## src/rtl/fp_host_bridge_pkg.sv

```systemverilog
`default_nettype none
//==============================================================================
// Module : fp_host_bridge_pkg
// Brief  : Field-element types, BN254 modulus and host-protocol constants.
// Rev    : 1.0 - initial release
//==============================================================================
package fp_host_bridge_pkg;

  localparam int K          = 17;
  localparam int N          = 17;
  localparam int FP_W       = K * N;
  localparam int BRAM_DEPTH = 10;

  typedef logic [FP_W-1:0] uint_fp_t;

  localparam uint_fp_t Mod =
    289'h2523648240000001BA344D80000000086121000000000013A700000000000013;

  localparam int FP_BYTES = 32;
  localparam int FP_BITS  = 8 * FP_BYTES;
  localparam int FP_PAD   = FP_W - FP_BITS;

  localparam logic [7:0] HOST_CMD_WRITE = 8'h01;
  localparam logic [7:0] HOST_CMD_READ  = 8'h02;
  localparam logic [7:0] HOST_CMD_START = 8'h03;
  localparam logic [7:0] HOST_ACK       = 8'hA5;
  localparam logic [7:0] HOST_NAK       = 8'h5A;

  typedef enum logic [2:0] {
    ST_IDLE    = 3'd0,
    ST_ADDR    = 3'd1,
    ST_DATA    = 3'd2,
    ST_CHK     = 3'd3,
    ST_WR      = 3'd4,
    ST_RD_WAIT = 3'd5,
    ST_TX_DATA = 3'd6,
    ST_RESP    = 3'd7
  } host_state_t;

endpackage
`default_nettype wire

```

## src/rtl/fp_byte_shifter.sv

```systemverilog
`default_nettype none
//==============================================================================
// Module : fp_byte_shifter
// Brief  : 256-bit load / byte-shift register with a 5-bit byte counter.
// Rev    : 1.0 - initial release
//==============================================================================
module fp_byte_shifter
  import fp_host_bridge_pkg::*;
(
  input  logic               clk,
  input  logic               rst,
  input  logic               clr,
  input  logic               load,
  input  logic [FP_BITS-1:0] load_data,
  input  logic               shift,
  input  logic [7:0]         shift_in,
  output logic [FP_BITS-1:0] data,
  output logic               last
);

  localparam int CNT_W = $clog2(FP_BYTES);

  logic [FP_BITS-1:0] data_q, data_d;
  logic [CNT_W-1:0]   cnt_q, cnt_d;

  always_comb begin
    data_d = data_q;
    cnt_d  = cnt_q;
    if (load) begin
      data_d = load_data;
      cnt_d  = '0;
    end else if (shift) begin
      data_d = {data_q[FP_BITS-9:0], shift_in};
      cnt_d  = cnt_q + 1'b1;
    end else if (clr) begin
      cnt_d  = '0;
    end
  end

  always_ff @(posedge clk) begin
    if (rst) begin
      data_q <= '0;
      cnt_q  <= '0;
    end else begin
      data_q <= data_d;
      cnt_q  <= cnt_d;
    end
  end

  assign data = data_q;
  assign last = (cnt_q == CNT_W'(FP_BYTES - 1));

endmodule
`default_nettype wire

```

## src/rtl/fp_host_bridge.sv

```systemverilog
`default_nettype none
//==============================================================================
// Module : fp_host_bridge
// Brief  : UART byte-frame front end (WRITE/READ/START) for the pairing core.
//          Optional FP_HOST_BRIDGE_RANGE_CHK_EN rejects WRITE values >= Mod.
// Rev    : 1.0 - initial release
//==============================================================================
module fp_host_bridge
  import fp_host_bridge_pkg::*;
#(
  parameter int BRAM_LAT    = 2,
  parameter int TIMEOUT_CYC = 1_000_000
) (
  input  logic                  clk,
  input  logic                  rst,
  input  logic [7:0]            rx_data,
  input  logic                  rx_valid,
  output logic                  rx_ready,
  output logic [7:0]            tx_data,
  output logic                  tx_valid,
  input  logic                  tx_ready,
  output logic                  bram_we,
  output logic [BRAM_DEPTH-1:0] bram_waddr,
  output logic [FP_W-1:0]       bram_wdata,
  output logic [BRAM_DEPTH-1:0] bram_raddr,
  input  logic [FP_W-1:0]       bram_rdata,
  output logic                  start,
  output logic [6:0]            entry,
  input  logic                  core_busy
);

  localparam int IDLE_W = $clog2(TIMEOUT_CYC + 1);
  localparam int WAIT_W = $clog2(BRAM_LAT + 1) + 1;

  host_state_t           state_q, state_d;
  logic [7:0]            cmd_q, cmd_d;
  logic [IDLE_W-1:0]     idle_q, idle_d;
  logic [WAIT_W-1:0]     wait_q, wait_d;
  logic                  rx_ready_q, rx_ready_d;
  logic                  tx_valid_q, tx_valid_d;
  logic [7:0]            tx_data_q, tx_data_d;
  logic                  bram_we_q, bram_we_d;
  logic [BRAM_DEPTH-1:0] bram_waddr_q, bram_waddr_d;
  uint_fp_t              bram_wdata_q, bram_wdata_d;
  logic [BRAM_DEPTH-1:0] bram_raddr_q, bram_raddr_d;
  logic                  start_q, start_d;
  logic [6:0]            entry_q, entry_d;

  logic                  w_sh_clr, w_sh_load, w_sh_shift, w_sh_last;
  logic [7:0]            w_sh_in;
  logic [FP_BITS-1:0]    w_sh_data;
  logic                  w_rx_fire, w_tx_fire, w_timeout;
  logic [BRAM_DEPTH-1:0] w_addr_ext;
  logic                  w_rdata_unused;

  assign w_rx_fire      = rx_ready_q & rx_valid;
  assign w_tx_fire      = tx_valid_q & tx_ready;
  assign w_timeout      = (idle_q == IDLE_W'(TIMEOUT_CYC - 1));
  assign w_addr_ext     = {{(BRAM_DEPTH-8){1'b0}}, rx_data};
  assign w_sh_in        = (state_q == ST_TX_DATA) ? 8'h00 : rx_data;
  assign w_rdata_unused = ^bram_rdata[FP_W-1:FP_BITS];

  always_comb begin
    state_d      = state_q;
    cmd_d        = cmd_q;
    idle_d       = idle_q;
    wait_d       = wait_q;
    tx_valid_d   = tx_valid_q;
    tx_data_d    = tx_data_q;
    bram_we_d    = 1'b0;
    bram_waddr_d = bram_waddr_q;
    bram_wdata_d = bram_wdata_q;
    bram_raddr_d = bram_raddr_q;
    start_d      = 1'b0;
    entry_d      = entry_q;
    w_sh_clr     = 1'b0;
    w_sh_load    = 1'b0;
    w_sh_shift   = 1'b0;

    case (state_q)
      ST_IDLE: begin
        idle_d = '0;
        if (w_rx_fire) begin
          if (rx_data == HOST_CMD_WRITE || rx_data == HOST_CMD_READ ||
              rx_data == HOST_CMD_START) begin
            cmd_d   = rx_data;
            state_d = ST_ADDR;
          end else begin
            tx_valid_d = 1'b1;
            tx_data_d  = HOST_NAK;
            state_d    = ST_RESP;
          end
        end
      end
      ST_ADDR: begin
        if (w_rx_fire) begin
          idle_d = '0;
          if (cmd_q == HOST_CMD_WRITE) begin
            bram_waddr_d = w_addr_ext;
            w_sh_clr     = 1'b1;
            state_d      = ST_DATA;
          end else if (cmd_q == HOST_CMD_READ) begin
            bram_raddr_d = w_addr_ext;
            wait_d       = '0;
            state_d      = ST_RD_WAIT;
          end else begin
            // A busy core gets a NAK and no launch.
            entry_d    = rx_data[6:0];
            start_d    = ~core_busy;
            tx_valid_d = 1'b1;
            tx_data_d  = core_busy ? HOST_NAK : HOST_ACK;
            state_d    = ST_RESP;
          end
        end else if (w_timeout) begin
          state_d = ST_IDLE;
        end else begin
          idle_d = idle_q + 1'b1;
        end
      end
      ST_DATA: begin
        if (w_rx_fire) begin
          idle_d     = '0;
          w_sh_shift = 1'b1;
          if (w_sh_last) begin
`ifdef FP_HOST_BRIDGE_RANGE_CHK_EN
            state_d = ST_CHK;
`else
            bram_we_d    = 1'b1;
            bram_wdata_d = {{FP_PAD{1'b0}}, w_sh_data[FP_BITS-9:0], rx_data};
            state_d      = ST_WR;
`endif
          end
        end else if (w_timeout) begin
          state_d = ST_IDLE;
        end else begin
          idle_d = idle_q + 1'b1;
        end
      end
      ST_CHK: begin
`ifdef FP_HOST_BRIDGE_RANGE_CHK_EN
        if ({{FP_PAD{1'b0}}, w_sh_data} < Mod) begin
          bram_we_d    = 1'b1;
          bram_wdata_d = {{FP_PAD{1'b0}}, w_sh_data};
          state_d      = ST_WR;
        end else begin
          tx_valid_d = 1'b1;
          tx_data_d  = HOST_NAK;
          state_d    = ST_RESP;
        end
`else
        state_d = ST_IDLE;
`endif
      end
      ST_WR: begin
        tx_valid_d = 1'b1;
        tx_data_d  = HOST_ACK;
        state_d    = ST_RESP;
      end
      ST_RD_WAIT: begin
        wait_d = wait_q + 1'b1;
        if (wait_q == WAIT_W'(BRAM_LAT)) begin
          w_sh_load  = 1'b1;
          tx_valid_d = 1'b1;
          tx_data_d  = bram_rdata[FP_BITS-1:FP_BITS-8];
          state_d    = ST_TX_DATA;
        end
      end
      ST_TX_DATA: begin
        // Valid drops for one cycle after each accepted byte while the shifter advances.
        if (w_tx_fire) begin
          tx_valid_d = 1'b0;
          w_sh_shift = 1'b1;
          if (w_sh_last) state_d = ST_IDLE;
        end else if (!tx_valid_q) begin
          tx_valid_d = 1'b1;
          tx_data_d  = w_sh_data[FP_BITS-1:FP_BITS-8];
        end
      end
      ST_RESP: begin
        if (w_tx_fire) begin
          tx_valid_d = 1'b0;
          state_d    = ST_IDLE;
        end
      end
      default: state_d = ST_IDLE;
    endcase

    rx_ready_d = (state_d == ST_IDLE) || (state_d == ST_ADDR) || (state_d == ST_DATA);
  end

  always_ff @(posedge clk) begin
    if (rst) begin
      state_q      <= ST_IDLE;
      cmd_q        <= '0;
      idle_q       <= '0;
      wait_q       <= '0;
      rx_ready_q   <= 1'b1;
      tx_valid_q   <= 1'b0;
      tx_data_q    <= '0;
      bram_we_q    <= 1'b0;
      bram_waddr_q <= '0;
      bram_wdata_q <= '0;
      bram_raddr_q <= '0;
      start_q      <= 1'b0;
      entry_q      <= '0;
    end else begin
      state_q      <= state_d;
      cmd_q        <= cmd_d;
      idle_q       <= idle_d;
      wait_q       <= wait_d;
      rx_ready_q   <= rx_ready_d;
      tx_valid_q   <= tx_valid_d;
      tx_data_q    <= tx_data_d;
      bram_we_q    <= bram_we_d;
      bram_waddr_q <= bram_waddr_d;
      bram_wdata_q <= bram_wdata_d;
      bram_raddr_q <= bram_raddr_d;
      start_q      <= start_d;
      entry_q      <= entry_d;
    end
  end

  fp_byte_shifter u_shifter (
    .clk       (clk),
    .rst       (rst),
    .clr       (w_sh_clr),
    .load      (w_sh_load),
    .load_data (bram_rdata[FP_BITS-1:0]),
    .shift     (w_sh_shift),
    .shift_in  (w_sh_in),
    .data      (w_sh_data),
    .last      (w_sh_last)
  );

  assign rx_ready   = rx_ready_q;
  assign tx_valid   = tx_valid_q;
  assign tx_data    = tx_data_q;
  assign bram_we    = bram_we_q;
  assign bram_waddr = bram_waddr_q;
  assign bram_wdata = bram_wdata_q;
  assign bram_raddr = bram_raddr_q;
  assign start      = start_q;
  assign entry      = entry_q;

endmodule
`default_nettype wire

```

## config.mk

```make
export PLATFORM = sky130hd
export DESIGN_NAME = fp_host_bridge
export DESIGN_NICKNAME = d
export VERILOG_FILES = /design/src/rtl/fp_host_bridge_pkg.sv /design/src/rtl/fp_byte_shifter.sv /design/src/rtl/fp_host_bridge.sv
export SDC_FILE = /design/constraint.sdc
export NUM_CORES = 1
export LEC_CHECK = 0
export BUFFER_PORTS_ARGS = -buffer_cell sky130_fd_sc_hd__buf_2
export CORE_MARGIN = 2
export CORE_UTILIZATION = 40
export CTS_CLUSTER_DIAMETER = 150
export DETAILED_ROUTE_END_ITERATION = 10
export PLACE_DENSITY = 0.68
export SLEW_MARGIN = 20
export SYNTH_ARGS = -nofsm -noshare
export SYNTH_HDL_FRONTEND = slang
export SYNTH_SLANG_ARGS = --single-unit
```

## constraint.sdc

```tcl
create_clock -name clk -period 2.6 [get_ports clk]
set_input_delay 0.13 -clock clk [delete_from_list [all_inputs] [get_ports clk]]
set_output_delay 0.13 -clock clk [all_outputs]
set_load 0.005 [all_outputs]
```

==> summary.md <==
| Metric | Value |
|---|---|
| Post-Synth Adder-Cell Area | `0.00267` |
| Die width | `around 250 um` |
| First-pass GRT wire length | `126000 um` |
| Compound-Gate Fraction of Synth Area | `0.175` |
| Portion of netlist area occupied by mux cells | `0.0120` |
| Xor/xnor share of the synthesized area | `0.00411` |
| Setup bufs post-CTS | `0` |
| Placed insts | `roughly 4000` |
| Synth area leader | `dfxtp_1` |
| Post-DP HPWL | `53900 um` |
| Worst-path clk slew | `0.06 ns` |
| Worst Min Path Start | `rst` |
| Reg area | `0.0117 mm2` |
| Worst skew pair latency | `0.62 ns` |
| Finished Layout Cells | `4506` |
| Detailed-route wire length per cell | `18.2 um` |
| GPL Wtd Cong | `0.864` |
| Worst min path class | `input port to register` |
| Setup crit start | `state_q[2]` |
| Chip height | `246 um` |
| Gr ovfl total | `0` |
| Initial antenna violation count | `8` |
| Die Footprint | `0.0606 mm2` |
| Fillers | `about 5200` |
| Post-synth EDFFs | `0` |
| Static leakage | `12.3 nW` |
| Drt total wl | `81800 um` |
| Fin Clk Skew | `about 0.034 ns` |
| Number of synthesized register bits | `slightly below 600` |
| GRT met3 Usage | `0.0485` |
| Post-synth top flop | `dfxtp_1` |
| DRC viols | `0` |
| Unrepaired setup endpoints after global routing | `false` |
| Clock Tree Root | `clkbuf_16` |
| Final net count | `3991` |
| Yosys warns | `0` |
| Initial core utilization | `0.406` |
| RR Endpoint | `u_shifter.data[6]` |
| Cts bufs inserted | `60` |
| Largest net degree at the start of global routing | `roughly 150` |
| IO Port Bufs | `559` |
| Critical path peak fanout | `35` |
| Sequential element share of the synthesized area | `0.500` |
| Max Cap Viol | `0` |
| Largest family of logic cells by synthesized area | `simple AND/OR/NAND/NOR gates` |
| Via density | `roughly 5.3` |
| Vias | `about 24000` |
| Area grow syn2layout | `34.9%` |
| Layout cells sized above 1 | `0.201` |
| Setup_tns | `0 ns` |
| Gr busiest metal | `met2` |
| Worst Hold Depth | `2` |
| FMAX | `0.407 GHz` |
| Worst reg2reg path depth | `5` |
| Worst-margin pin slew | `0.922 ns` |
| Status | `completed` |
| Clock Sinks | `approximately 590` |
| Floorplan row count | `88` |
| Worst hold endpoint | `bram_wdata[188]` |
| Worst vdd ir | `between 0.7 and 0.8 mV` |
| Async set or reset register ratio after synthesis | `0` |
| Crit. End Element | `register` |
| Post-Syn Area per Cell | `7.88 um2` |
| Reg2Reg Setup Slack | `around 0.14 ns` |
| Slew HR | `0.386` |
| Commonest non-fill, non-tap cell in the layout | `nand2_1` |
| Setup Viol. Count Final | `0` |
| Cell Pwr Density | `651 mW/mm2` |
| Post-Synth Simple-Gate Area | `0.244` |
| Top post-synthesis cells by area | `dfxtp_1 (50%), nand2_1 (16%), a311oi_1 (9.3%), a21oi_1 (6.2%), nor2_1 (5.0%)` |
| Distinct cells, synth | `72` |
| Max Root-Sink Buffers | `3` |
| Detailed-router iteration count before antenna repair | `6` |
| TritonCTS clock tree | `yes` |
| Met2 GRT Util | `0.421` |
| Worst reg2reg path startpoint | `state_q[2]` |
| Syn Std Cell Area | `0.0234 mm2` |
| Slew Limit Fails | `0` |
| H-tree depth | `2` |
| DRT antenna net count | `0` |
| CP required | `3.11 ns` |
| Crit path DAT | `2.97 ns` |
| Final hold vios | `0` |
| Most frequent cells in the layout | `nand2_1 (1028), dfxtp_1 (586), buf_2 (558)` |
| Initial DRC Count | `1758` |
| Area of the multi-input gates | `0.0105 mm2` |
| I/O pin count | `630` |
| Vias in the first global route | `22600` |
| Post-Syn Instances | `2976` |
| Critical path class | `register to register` |
| CP Launch Type | `register` |
| Top-area cell type share of the netlist area | `0.500` |
| Total track usage | `0.259` |
| Core Region | `0.0578 mm2` |
| GR Layer Usage met1 | `0.336` |
| Min Clock Period, post-route | `between 2 and 2.5 ns` |
| Final Cycle Share | `0.945` |
-- cells in the mapped netlist, types with 4 or more instances --
cell,count
a311oi_1,249
o21ai_0,26
buf_4,39
and2_1,6
or3_1,10
nor2b_1,5
xnor2_1,10
nand2b_1,6
nor3_1,17
mux2i_1,27
buf_2,53
nand3_1,12
a221oi_1,12
dfxtp_1,586
inv_1,18
buf_6,5
nor2_1,311
nand2_1,1029
clkbuf_1,172
a21oi_1,289
ha_1,5
buf_1,14
nand4_1,4
nand3b_1,4
-- state kept, by name, indices dropped and copies added, names as in the netlist --
name,flops
rx_ready,1
u_shifter.data,256
cmd_q,8
state_q,3
tx_valid,1
bram_wdata,256
idle_q,20
bram_raddr,8
bram_waddr,8
entry,7
start,1
bram_we,1
wait_q,3
u_shifter.cnt_q,5
tx_data,8
-- timing repair --
| item | in CTS | in global routing |
|---|---|---|
| hold endpoints to repair | 301 | 0 |
| gates resized for setup | 0 | 1 |
| setup endpoints to repair | 0 | 7 |
| hold buffers | 275 | 0 |
-- layout make-up --
cell class / instances / share of cell area
diodes: 7 / 0.000554
clock buffers: 84 / 0.0551
clock inverters: 28 / 0.00854
inverters: 18 / 0.00214
multi-input cells: 2121 / 0.330
flip-flops and latches: 586 / 0.371
well taps: 765 / 0.0303
repair buffers: 897 / 0.202
-- report_power, final --
part | total, mW | leakage (nW) | switching [mW] | internal [mW]
logic | 2.54 | 6.61 | 1.53 | 1.01
clock network | 8.80 | 1.01 | 3.72 | 5.08
registers | 9.24 | 4.72 | 0.139 | 9.10
total | 20.6 | 12.3 | 5.39 | 15.2
-- critical path, stage by stage (launching register included) --
cell and delay, ns:
dfxtp_1 0.52, nand3_1 0.24, a21o_4 0.46, a221oi_1 0.48
nor3_1 0.08, dlygate4sd3_1 0.56
-- logic make-up (layout without fill, tap and decap cells) --
logic type | count (synthesis) | after routing
compound gates | 603 | 603
xor+xnor | 11 | 11
fa+ha+maj | 5 | 5
buf+inv | 305 | 1027
flops | 586 | 586
mux | 28 | 28
other cells | 1 | 44
simple gates | 1437 | 1437
-- metrics by stage --
stage	cell area [um2]	total power, mW	hold slack, ns	util	setup WS (ns)
2_1_floorplan	23600	10.8	0.206	-	0.696
3_3_place_gp	26800	11.6	0.335	0.464	0.455
3_5_place_dp	26800	11.6	0.334	0.464	0.418
4_1_cts	31600	20.7	0.0288	0.547	0.129
5_1_grt	31600	21.3	0.0730	0.547	0.0112
6_report	31600	20.6	0.0296	0.547	0.144
-- worst max path at each step --
stage | slack (ns) | end
floorplan | 0.70 | bram_wdata[216]
global placement | 0.46 | u_shifter.data[239]
detailed placement | 0.42 | u_shifter.data[77]
CTS | 0.13 | u_shifter.data[6]
global route | 0.01 | u_shifter.data[3]
finish | 0.14 | u_shifter.data[6]
-- per-layer routing --
| metal | share of wire | wire length, um |
|---|---|---|
| met1 | 0.42 | 34400 |
| met2 | 0.46 | 37900 |
| met3 | 0.074 | 6070 |
| met4 | 0.042 | 3430 |
| met5 | 0.00033 | 27 |
Note: power is estimated with default switching activity, not from simulation.
